--- config.mk ---
export PLATFORM = sky130hd
export DESIGN_NAME = cam_frame_writer
export DESIGN_NICKNAME = d
export VERILOG_FILES = /design/src/rtl/cam_frame_writer.sv
export SDC_FILE = /design/constraint.sdc
export NUM_CORES = 1
export LEC_CHECK = 0
export ABC_AREA = 0
export CORE_UTILIZATION = 35
export DETAILED_ROUTE_END_ITERATION = 6
export SKIP_CTS_REPAIR_TIMING = 1
export SKIP_LAST_GASP = 1
export SLEW_MARGIN = 20
export SYNTH_ARGS = -nofsm -noshare
export SYNTH_HDL_FRONTEND = slang
export SYNTH_SLANG_ARGS = --single-unit
--- constraint.sdc ---
create_clock -name clk -period 2.3 [get_ports clk]
set_input_delay 0.23 -clock clk [delete_from_list [all_inputs] [get_ports clk]]
set_output_delay 0.23 -clock clk [all_outputs]
set_load 0.02 [all_outputs]
--- src/rtl/cam_frame_writer.sv ---
// cam_frame_writer: oversamples an OV7670 RGB565 byte stream and writes RGB111 pixels
// into the frame buffer write port, one address per pixel, never past the frame end.
`timescale 1ns/1ps
module cam_frame_writer #(
    parameter int AW    = 15,
    parameter int DW    = 3,
    parameter int IMG_W = 160,
    parameter int IMG_H = 120
) (
    input  logic          clk,
    input  logic          reset,
    input  logic          cam_pclk,
    input  logic          cam_href,
    input  logic          cam_vsync,
    input  logic [7:0]    cam_data,
    output logic [AW-1:0] addr_in,
    output logic [DW-1:0] data_in,
    output logic          regwrite,
    output logic          frame_done,
    output logic          overflow,
    output logic          busy
);
    typedef enum logic [1:0] {IDLE, WAIT_FRAME, CAPTURE} state_t;

    // One extra counter bit so the full-frame value is representable even when 2**AW is exact.
    localparam logic [AW:0] NPIX = (AW+1)'(IMG_W * IMG_H);

    state_t        state_q, state_d;
    logic [1:0]    pclk_s_q, href_s_q, vsync_s_q;
    logic [7:0]    data_s1_q, data_s_q;
    logic          pclk_prev_q, vsync_prev_q;
    logic [AW:0]   cnt_q, cnt_d;
    logic          phase_q, phase_d;
    logic [1:0]    hi_q, hi_d;
    logic [AW-1:0] addr_q, addr_d;
    logic [DW-1:0] data_q, data_d;
    logic          regwrite_q, regwrite_d;
    logic          frame_done_q, frame_done_d;
    logic          overflow_q, overflow_d;
    logic          busy_q, busy_d;
    logic          pclk_rise, vsync_rise, vsync_fall, href_s, vsync_s;
    logic          unused_bits;

    assign href_s      = href_s_q[1];
    assign vsync_s     = vsync_s_q[1];
    assign pclk_rise   = pclk_s_q[1] & ~pclk_prev_q;
    assign vsync_rise  = vsync_s & ~vsync_prev_q;
    assign vsync_fall  = ~vsync_s & vsync_prev_q;
    assign unused_bits = ^{data_s_q[6:5], data_s_q[3], data_s_q[1:0]};

    always_comb begin
        state_d      = state_q;
        cnt_d        = cnt_q;
        phase_d      = phase_q;
        hi_d         = hi_q;
        addr_d       = addr_q;
        data_d       = data_q;
        regwrite_d   = 1'b0;
        frame_done_d = 1'b0;
        overflow_d   = overflow_q;
        case (state_q)
            IDLE:       if (vsync_s) state_d = WAIT_FRAME;
            WAIT_FRAME: if (vsync_fall) begin
                state_d    = CAPTURE;
                cnt_d      = '0;
                overflow_d = 1'b0;
                phase_d    = 1'b0;
            end
            CAPTURE: begin
                if (!href_s) phase_d = 1'b0;
                else if (pclk_rise && !phase_q) begin
                    hi_d    = {data_s_q[7], data_s_q[2]};
                    phase_d = 1'b1;
                end else if (pclk_rise) begin
                    phase_d = 1'b0;
                    if (cnt_q == NPIX) overflow_d = 1'b1;
                    else begin
                        regwrite_d = 1'b1;
                        addr_d     = cnt_q[AW-1:0];
                        data_d     = {hi_q, data_s_q[4]};
                        cnt_d      = cnt_q + (AW+1)'(1);
                    end
                end
                if (vsync_rise) begin
                    frame_done_d = 1'b1;
                    state_d      = WAIT_FRAME;
                end
            end
            default: state_d = IDLE;
        endcase
        busy_d = (state_d == CAPTURE);
    end

    always_ff @(posedge clk) begin
        if (!reset) begin
            state_q      <= IDLE;
            pclk_s_q     <= '0;
            href_s_q     <= '0;
            vsync_s_q    <= '0;
            data_s1_q    <= '0;
            data_s_q     <= '0;
            pclk_prev_q  <= 1'b0;
            vsync_prev_q <= 1'b0;
            cnt_q        <= '0;
            phase_q      <= 1'b0;
            hi_q         <= '0;
            addr_q       <= '0;
            data_q       <= '0;
            regwrite_q   <= 1'b0;
            frame_done_q <= 1'b0;
            overflow_q   <= 1'b0;
            busy_q       <= 1'b0;
        end else begin
            state_q      <= state_d;
            pclk_s_q     <= {pclk_s_q[0], cam_pclk};
            href_s_q     <= {href_s_q[0], cam_href};
            vsync_s_q    <= {vsync_s_q[0], cam_vsync};
            data_s1_q    <= cam_data;
            data_s_q     <= data_s1_q;
            pclk_prev_q  <= pclk_s_q[1];
            vsync_prev_q <= vsync_s;
            cnt_q        <= cnt_d;
            phase_q      <= phase_d;
            hi_q         <= hi_d;
            addr_q       <= addr_d;
            data_q       <= data_d;
            regwrite_q   <= regwrite_d;
            frame_done_q <= frame_done_d;
            overflow_q   <= overflow_d;
            busy_q       <= busy_d;
        end
    end

    assign addr_in    = addr_q;
    assign data_in    = data_q;
    assign regwrite   = regwrite_q;
    assign frame_done = frame_done_q;
    assign overflow   = overflow_q;
    assign busy       = busy_q;
endmodule
==> results.json <==
{
  "status": "completed",
  "synth_enable_flop_cells": 0,
  "timing.setup.critical_path_class": "reg2reg",
  "worst_hold_path_type": "reg2reg",
  "fin_worst_skew_ns": 0.00823,
  "part_of_the_power_in_combinational_logic_pct": 3.7,
  "finalPower_w": 0.00201,
  "syn_area_um2": 2530,
  "die_area_um2": 7570,
  "cell_count_after_synthesis": 284,
  "internal_cell_power_w": 0.00156,
  "grt_antenna_before_repair": 0,
  "most_repeated_cell_in_the_gate_level_netlist_after_synthesis": "dfxtp_1",
  "cts.sink_count": 57,
  "drt_pass1_iterations": 4,
  "grt_first_pass_wirelength_um": 9440,
  "synth.area.top_cells": "dfxtp_1 (45%), a21oi_1 (6.5%), nand3_1 (5.1%), nand2_1 (5.0%), ha_1 (4.0%)",
  "peakVddDrop_uv": 301,
  "multi_input_area_um2": 1260,
  "tritoncts": "done",
  "num-nets-final": 342,
  "vias_per_cell": 5.04,
  "synth.yosys.seq_area_share_pct": 45.1,
  "fmax_mhz": 483,
  "drive_gt1_share_pct": 12.6,
  "synth.top_cell.area_share_pct": 45.1,
  "layout-area-overhead-vs-synth_pct": 24.0,
  "tritoncts.num_buffers": 9,
  "detail_route.drc_violations": 0,
  "leakage_nw": 1.16,
  "maxSlewHeadroom_pct": 68.1,
  "setup_tns_ns": 0,
  "power_dens_cells_nw_per_um2": 641,
  "yosys_register_bits": 57,
  "gpl.final_weighted_congestion": 0.814,
  "cp_data_required_time_ns": 2.58,
  "clock_tree.buffer_depth": 2,
  "cts_root_buffer": "clkbuf_8",
  "final-seq-area_um2": 1140,
  "postSynth.topFlopCell": "dfxtp_1",
  "worst_setup_path_start_kind": "flop",
  "grt_max_degree": 36,
  "finalWorstPathRequiredPeriod_ns": 2.07,
  "ioPinCount": 35,
  "power.switching_w": 0.000454,
  "peak_per_stage_delay_on_the_critical_path_ns": 0.53,
  "critical_path.endpoint_type": "flop",
  "gr-usage-all-layers_pct": 16.4,
  "fp.coreArea_um2": 6910,
  "timing.final.max_slew_violations": 0,
  "timing.critical_path.cells": "inv_1 > ha_1 > a221oi_4 > nand3_4 > or4b_1 > a21oi_1",
  "yosys_warnings": 0,
  "route.antenna.remaining_nets": 0,
  "clock_tree.htree_level_count": 3,
  "power_frac_seq_pct": 50.0,
  "dieWidth_um": 87.0,
  "place_hpwl_um": 3640,
  "power_frac_clock_pct": 46.3,
  "syn_area_per_cell_um2": 8.91,
  "finalWirelength_um": 5410,
  "initial_cell_density_of_the_core_pct": 36.6,
  "num-fill-cells": 708,
  "average_wire_per_standard_cell_um": 12.8,
  "total_via_count_after_detailed_routing": 2125,
  "synthDominantAreaCellType": "dfxtp_1",
  "grt_setup_unrepaired": "no",
  "synth.lib_cells_used.distinct": 48,
  "worst_pin_slew_ns": 0.479,
  "top_cells_by_instance_count_after_synthesis": "dfxtp_1 (57), nand2_1 (34), a21oi_1 (33)",
  "critical_path.max_fanout": 10,
  "finalHoldViolations": 0,
  "finalSetupViolCount": 0,
  "crit_slowest_cell": "or4b_1",
  "max_capacitance_violation_count": 0,
  "critical_path_arrival_ns": 2.35,
  "violation_count_after_the_first_detailed_route_iteration": 152,
  "async_reset_ff_share_pct": 0,
  "dieHeight_um": 87.0,
  "antenna-diode-count": 0,
  "worst_skew_pair.late_latency_ns": 0.34,
  "power.share.switching_pct": 22.6,
  "clk_pin_slew_worst_paths_ns": 0.07,
  "period_share_pct": 90.1,
  "critPathLaunch": "state_q[0]$_SDFF_PN0_",
  "synthesis.nets": 305,
  "place.port_buffers": 29,
  "r2r-start": "state_q[0]$_SDFF_PN0_",
  "grt_pass1_vias": 1963,
  "gr-total-overflow": 0,
  "hold_path_startpoint": "data_s1_q[7]$_SDFF_PN0_",
  "rows": 30
}
==> flip-flops by register name, summed over array words and instances (netlist names) <==
name	flops
overflow	1
regwrite	1
addr_in	15
href_s_q	2
data_in	3
pclk_s_q	2
pclk_prev_q	1
data_s1_q	3
vsync_prev_q	1
vsync_s_q	2
hi_q	2
data_s_q	3
busy	1
cnt_q	16
state_q	2
frame_done	1
phase_q	1
==> logic make-up after synthesis <==
kind of cell	share of synthesized area (%)
multiplexers	1.98
flip-flops	45.1
buffers and inverters	5.00
adder cells (fa/ha/maj)	3.96
AO/OA/AOI/OAI	16.0
AND/OR/NAND/NOR	27.9
==> critical path: cells and delay by family, from the launching register on <==
family	cells	cell delay [ns]
DFF	1	0.41
buffers and inverters	1	0.12
and+or+nand+nor	2	0.72
adders and majority gates	1	0.25
AOI/OAI and AO/OA	2	0.52
==> layout make-up <==
type                            instances  share of cell area (%)
Clock buffer                           11                    4.51
Sequential cell                        57                    36.4
Multi-Input combinational cell        203                    40.2
Inverter                                8                   0.957
Clock inverter                          5                    1.75
Tap cell                               96                    3.83
Timing Repair Buffer                   42                    12.4
==> placed cells by master (no fill, tap or decap), drive strengths merged, types with 3 or more instances in the layout <==
cell type and instances:
o22ai 3, ha 8, nand2 34, clkinv 4
nor2 12, nor4 3, and2 15, and3 6
and3b 3, nand3 27, o21ai 12, a31oi 4
a41oi 3, and4 3, dfxtp 57, or4 4
clkdlybuf4s50 29, mux2i 5, inv 6, o21a 4
nor3 3, buf 13, nand4 3, or3 3
a21oi 33, clkbuf 11, a21boi 3
==> per-layer routing <==
| metal | up-vias | wire length, µm | GRT usage, % |
|---|---|---|---|
| met5 | - | 0 | 0 |
| met1 | 981 | 2430 | 19.8 |
| met3 | 9 | 242 | 5.69 |
| li1 | 1092 | - | - |
| met2 | 43 | 2630 | 26.5 |
| met4 | 0 | 100 | 7.12 |
==> worst paths after layout <==
path	end	cells past startpoint	slack [ns]
worst max-delay path	cnt_q[12]$_SDFFE_PN0P_	6	0.23
worst min-delay path	data_s_q[7]$_SDFF_PN0_	1	0.43
worst max register to register	cnt_q[12]$_SDFFE_PN0P_	6	0.23
worst min register to register	data_s_q[7]$_SDFF_PN0_	1	0.43
==> power groups by stage <==
stage | Combinational, W | Clock [W] | Sequential, W
2_1_floorplan | 0.0000492 | 0 | 0.00103
3_3_place_gp | 0.0000737 | 0 | 0.00103
3_5_place_dp | 0.0000748 | 0 | 0.00103
4_1_cts | 0.0000751 | 0.000958 | 0.00100
5_1_grt | 0.0000839 | 0.00100 | 0.00101
6_report | 0.0000743 | 0.000931 | 0.00100
==> stage by stage <==
stage	cell area (µm²)	setup WS, ns	utilization, %	hold WS (ns)	instances
global placement	2940	0.271	42.6	0.414	406
floorplan	2530	0.307	-	0.357	284
global route	3140	0.0800	45.4	0.457	422
detailed placement	2940	0.228	42.6	0.419	406
finish	3140	0.229	45.4	0.433	422
CTS	3140	0.208	45.4	0.435	422
(Power assumes the default switching activity.)
